$ cat src/rtl/bypass_regfile.sv
// Register file with same-cycle write bypass and a per-register scoreboard of
// in-flight writes that stalls decode on RAW hazards and counter overflow.
module bypass_regfile #(
  parameter int DATA_W   = 16,
  parameter int ADDR_W   = 4,
  parameter int RD_PORTS = 2,
  parameter int MAX_INFL = 3
) (
  input  logic                         clk,
  input  logic                         rst,
  input  logic [RD_PORTS*ADDR_W-1:0]   rd_addr,
  input  logic [RD_PORTS-1:0]          rd_used,
  output logic [RD_PORTS*DATA_W-1:0]   rd_data,
  input  logic                         wr_en,
  input  logic [ADDR_W-1:0]            wr_addr,
  input  logic [DATA_W-1:0]            wr_data,
  input  logic                         iss_valid,
  input  logic                         iss_wr,
  input  logic [ADDR_W-1:0]            iss_rd_addr,
  output logic                         stall,
  output logic                         sb_err
);

  localparam int NUM_REGS = 2 ** ADDR_W;
  localparam int CNT_W    = $clog2(MAX_INFL + 1);

  logic [DATA_W-1:0]   regs [NUM_REGS];
  logic [CNT_W-1:0]    cnt  [NUM_REGS];
  logic [RD_PORTS-1:0] raw_busy;
  logic                waw_full;
  logic                accept;
  logic [NUM_REGS-1:0] inc_vec;
  logic [NUM_REGS-1:0] dec_vec;

  for (genvar p = 0; p < RD_PORTS; p++) begin : g_port
    logic [ADDR_W-1:0] addr;
    logic              hit;
    assign addr = rd_addr[p*ADDR_W +: ADDR_W];
    assign hit  = wr_en && (wr_addr == addr);
    assign rd_data[p*DATA_W +: DATA_W] = hit ? wr_data : regs[addr];
    // A retire landing this cycle satisfies one outstanding write, so it
    // only covers the hazard when exactly one write is pending.
    assign raw_busy[p] = rd_used[p] && (cnt[addr] > (hit ? CNT_W'(1) : CNT_W'(0)));
  end

  assign waw_full = iss_valid && iss_wr && (cnt[iss_rd_addr] == CNT_W'(MAX_INFL))
                    && !(wr_en && (wr_addr == iss_rd_addr));
  assign stall    = iss_valid && ((|raw_busy) || waw_full);
  assign accept   = iss_valid && iss_wr && !stall;
  assign inc_vec  = {{(NUM_REGS-1){1'b0}}, accept} << iss_rd_addr;
  assign dec_vec  = {{(NUM_REGS-1){1'b0}}, wr_en}  << wr_addr;

  // NOTE: sequential state uses non-blocking assignments so every register
  // samples the pre-edge values regardless of statement order.
  // NOTE: the storage array is reset explicitly because reads after reset
  // must return zero; this prevents mapping it onto a RAM macro.
  always_ff @(posedge clk) begin
    if (rst) begin
      for (int r = 0; r < NUM_REGS; r++) begin
        regs[r] <= '0;
        cnt[r]  <= '0;
      end
      sb_err <= 1'b0;
    end else begin
      if (wr_en) begin
        regs[wr_addr] <= wr_data;
        if (cnt[wr_addr] == '0) sb_err <= 1'b1;
      end
      for (int r = 0; r < NUM_REGS; r++) begin
        case ({inc_vec[r], dec_vec[r]})
          2'b10:   cnt[r] <= cnt[r] + CNT_W'(1);
          2'b01:   if (cnt[r] != '0) cnt[r] <= cnt[r] - CNT_W'(1);
          default: cnt[r] <= cnt[r];
        endcase
      end
    end
  end

endmodule

$ cat config.mk
export PLATFORM = sky130hd
export DESIGN_NAME = bypass_regfile
export DESIGN_NICKNAME = d
export VERILOG_FILES = /design/src/rtl/bypass_regfile.sv
export SDC_FILE = /design/constraint.sdc
export NUM_CORES = 1
export LEC_CHECK = 0
export CORE_ASPECT_RATIO = 1.2
export CORE_MARGIN = 1
export CORE_UTILIZATION = 42
export CTS_CLUSTER_SIZE = 14
export DETAILED_ROUTE_END_ITERATION = 7
export PLACE_DENSITY_LB_ADDON = 0.1
export SETUP_SLACK_MARGIN = 0.15
export SLEW_MARGIN = 20
export SYNTH_ARGS = -nofsm -noshare
export SYNTH_HDL_FRONTEND = slang
export SYNTH_SLANG_ARGS = --single-unit
$ cat constraint.sdc
create_clock -name clk -period 13.1 [get_ports clk]
set_input_delay 3.275 -clock clk [delete_from_list [all_inputs] [get_ports clk]]
set_output_delay 3.275 -clock clk [all_outputs]
set_load 0.005 [all_outputs]
==> out/metrics.yaml <==
layout:
  fin_cells: 1852
  antennaDiodeCount: 0
  syn_to_final_growth_pct: 12.9
  final_core_util_pct: 48.4
  fill_cells: 3622
  layout-drive-gt1-share_pct: 25.7
  nNetsFinal: 1365
logic_synthesis:
  synth_simple_gate_area_share_pct: 15.5
  syn_inst: 1253
  ys_ff_latch: 289
  muxShareOfSynthArea_pct: 25.6
  ys_async_sr_fraction_pct: 0
  ys_seq_area_share_pct: 49.3
  syn_nets: 1327
  synth_fa_ha_area_share_pct: 2.49
  netlist_area_mm2: 0.0176
  synth.avg_cell_area_um2: 14.0
  synth-xor-area-share_pct: 1.34
  synth_compound_area_share_pct: 2.89
  ys_warn_count: 0
  synth_edf_count: 288
  synth_top_family_by_area: "multiplexers"
  synth_flop_cell: "edfxtp_1"
  synthDistinctLibCells: 45
timing:
  whs_ns: 0.491
  final-setup-viol-count: 0
  finalCritPeriodShare_pct: 77.5
  hold_viol_final: 0
  rsz0062_at_grt: "no"
  tightest_slew_ns: 1.13
  fmax_mhz: 98.5
  max_slew_margin_pct: 24.8
  fin_skew_ns: 0.0105
  timing.setup.tns_ns: 0
  setup_ws_ns: 2.95
  finalMaxSlewViolations: 0
  final.min_clock_period_ns: 10.15
global_route:
  busiest_layer: "met2"
  grt.met2_usage_pct: 46.3
  grt.overflow.total: 0
  grt_pass1_wl_um: 78600
  track_usage_pct: 26.0
  antenna_found_initial: 2
  grt_max_degree: 68
  use_met3_pct: 3.03
  grt_use_met1_pct: 32.5
  grt_pass1_vias: 11600
cts:
  post-cts-setup-buffer-count: 0
  clockBufferDepth: 3
  clk_latency_ns: 0.53
  cts_hold_buf: 0
  h-tree-depth: 2
  clock_sinks: 289
  cts_made_buffers: 35
  cts_resized: 0
  clkTransAtPathRegs_ns: 0.05
  clock-root-buffer: "clkbuf_16"
  tritoncts: "built"
pwr:
  swShare_pct: 25.1
  clockPowerShare_pct: 38.1
  powerDensity_mw_per_mm2: 120
  p_int_mw: 1.79
  combPwrFrac_pct: 15.2
  power.leakage_nw: 6.80
  p_seq_share_pct: 46.7
  irDropWorstVdd_mv: 0.0768
  p_sw_mw: 0.601
place:
  gp_congestion: 0.841
  dp_cells: 1793
  dp_hpwl_um: 32200
  dp_slack_ns: 2.98
  port_buffers: 72
setup_path:
  worstSetupStartpointType: "primary input"
  path_cells: "buf_4 > buf_4 > mux4_2 > mux4_2 > inv_1 > ha_1 > nor2_1 > o21ai_2 > o211ai_2 > and2_1 > clkdlybuf4s50_1"
  arrival_ns: 6.88
  slowest_stage: "buf_4"
  cpPeakStageDelay_ns: 0.71
  crit_fanout: 43
  critPathKind: "in -> out"
  critical_path_buf_inv_count: 4
  endpoint_kind: "output port"
  worstPathRequired_ns: 9.82
  critPathTopFamily: "buffers and inverters"
die:
  core_mm2: 0.0410
  die_area_mm2: 0.0427
  die_h_um: 226
  ios: 73
  start_util_pct: 42.9
  die_w_um: 189
  row_count: 81
detailed_routing:
  first_pass_iters: 5
  ant_nets: 0
  wl_per_cell_um: 29.0
  drt_iter0_markers: 1084
  vias: 11100
  viasPerCell: 5.99
  wl_um: 53700
  drc: 0
run:
  max_cap_violations: 0
hold_path:
  hp-class: "reg -> reg"
run_status:
  outcome: "finished clean"
metrics by stage:
stage	instance area, µm²	power (mW)
after floorplan	17600	1.35
after global placement	18800	1.50
after detailed placement	18800	1.50
after CTS	19900	2.41
after global routing	19900	2.46
final	19900	2.39
logic make-up (layout without fill, tap and decap cells):
family / count (synthesis) / count (layout)
flip-flops: 289 / 289
multiplexers: 217 / 217
AND/OR/NAND/NOR: 487 / 487
XOR/XNOR: 27 / 27
AO/OA/AOI/OAI: 71 / 71
buffers and inverters: 127 / 187
adder cells (fa/ha/maj): 35 / 35
cells in the mapped netlist, types with 2 or more instances:
library cell | instances | area share, %
buf_2 | 22 | 0.63
or2_2 | 25 | 0.89
mux2_2 | 33 | 2.1
and2_1 | 261 | 9.3
and3_1 | 11 | 0.39
nand2b_1 | 13 | 0.46
nor3_1 | 17 | 0.48
clkbuf_1 | 62 | 1.3
or2_1 | 4 | 0.14
inv_1 | 24 | 0.51
nand2_1 | 40 | 0.85
nor2b_1 | 4 | 0.14
nor2_1 | 72 | 1.5
a41oi_1 | 2 | 0.10
a21oi_1 | 16 | 0.46
a211oi_1 | 14 | 0.60
o21bai_1 | 16 | 0.68
ha_1 | 35 | 2.5
mux4_2 | 183 | 23
a31oi_1 | 11 | 0.39
buf_1 | 16 | 0.34
buf_4 | 3 | 0.13
xor2_1 | 10 | 0.50
o2111ai_1 | 2 | 0.10
nand3_1 | 32 | 0.91
o211ai_1 | 2 | 0.085
nor3_2 | 2 | 0.11
edfxtp_1 | 288 | 49
xnor2_1 | 17 | 0.85
worst paths after layout:
kind	start	end	slack [ns]	cells past startpoint
worst max-delay path	rd_addr[5]	stall	2.95	11
worst min register to register	sb_err$_SDFFE_PP0P_	sb_err$_SDFFE_PP0P_	0.49	1
worst min-delay path	sb_err$_SDFFE_PP0P_	sb_err$_SDFFE_PP0P_	0.49	1
worst max register to register	cnt[3][0]$_SDFFCE_PN0P_	cnt[4][1]$_SDFFCE_PN0P_	9.18	13
flip-flops by register name, summed over array words and instances, names as in the netlist:
signal,count
regs,256
cnt,32
sb_err,1
power by group through the flow:
stage               registers [mW]  clock network (mW)  logic, mW
floorplan                     1.12                   0      0.238
global placement              1.13                   0      0.365
detailed placement            1.14                   0      0.367
CTS                           1.12               0.923      0.368
global route                  1.12               0.953      0.387
finish                        1.12               0.911      0.364
layout make-up:
type | instances | area [µm²] | share of cell area, %
multi-input cells | 837 | 8440 | 42.5
well taps | 539 | 674 | 3.40
repair buffers | 104 | 936 | 4.71
clock inverters | 13 | 105 | 0.529
flip-flops and latches | 289 | 8670 | 43.7
inverters | 24 | 90.1 | 0.454
clock buffers | 46 | 938 | 4.73
worst reg2reg max path: stages, from the launching register on:
cell,delay (ns)
edfxtp_1,0.52
mux4_2,0.54
mux4_2,0.47
inv_1,0.07
ha_1,0.14
o2111ai_1,0.13
o31ai_1,0.46
o211a_4,0.43
nand3_1,0.13
ha_1,0.34
nor2_1,0.14
nor3_1,0.08
a31oi_1,0.14
nor2_1,0.05
layer usage:
metal	routed length (µm)	vias up
met2	27700	381
met1	21400	5759
li1	-	4852
met4	1940	0
met5	0	-
met3	2630	106
cells in the final DEF, fill, tap and decap left out, drive strengths merged, types with 13 or more instances in the layout:
| cell type | synthesis | routed |
|---|---|---|
| mux2 | 33 | 33 |
| or2 | 29 | 29 |
| o21bai | 16 | 16 |
| nand2 | 40 | 40 |
| nand3 | 32 | 32 |
| nor2 | 72 | 72 |
| buf | 41 | 39 |
| a21oi | 16 | 16 |
| clkbuf | 62 | 46 |
| nor3 | 19 | 19 |
| inv | 24 | 25 |
| xnor2 | 17 | 17 |
| and2 | 261 | 261 |
| edfxtp | 288 | 288 |
| a211oi | 14 | 14 |
| ha | 35 | 35 |
| clkdlybuf4s50 | 0 | 65 |
| mux4 | 183 | 183 |
| nand2b | 13 | 13 |
Power figures use the tool's default switching activity.
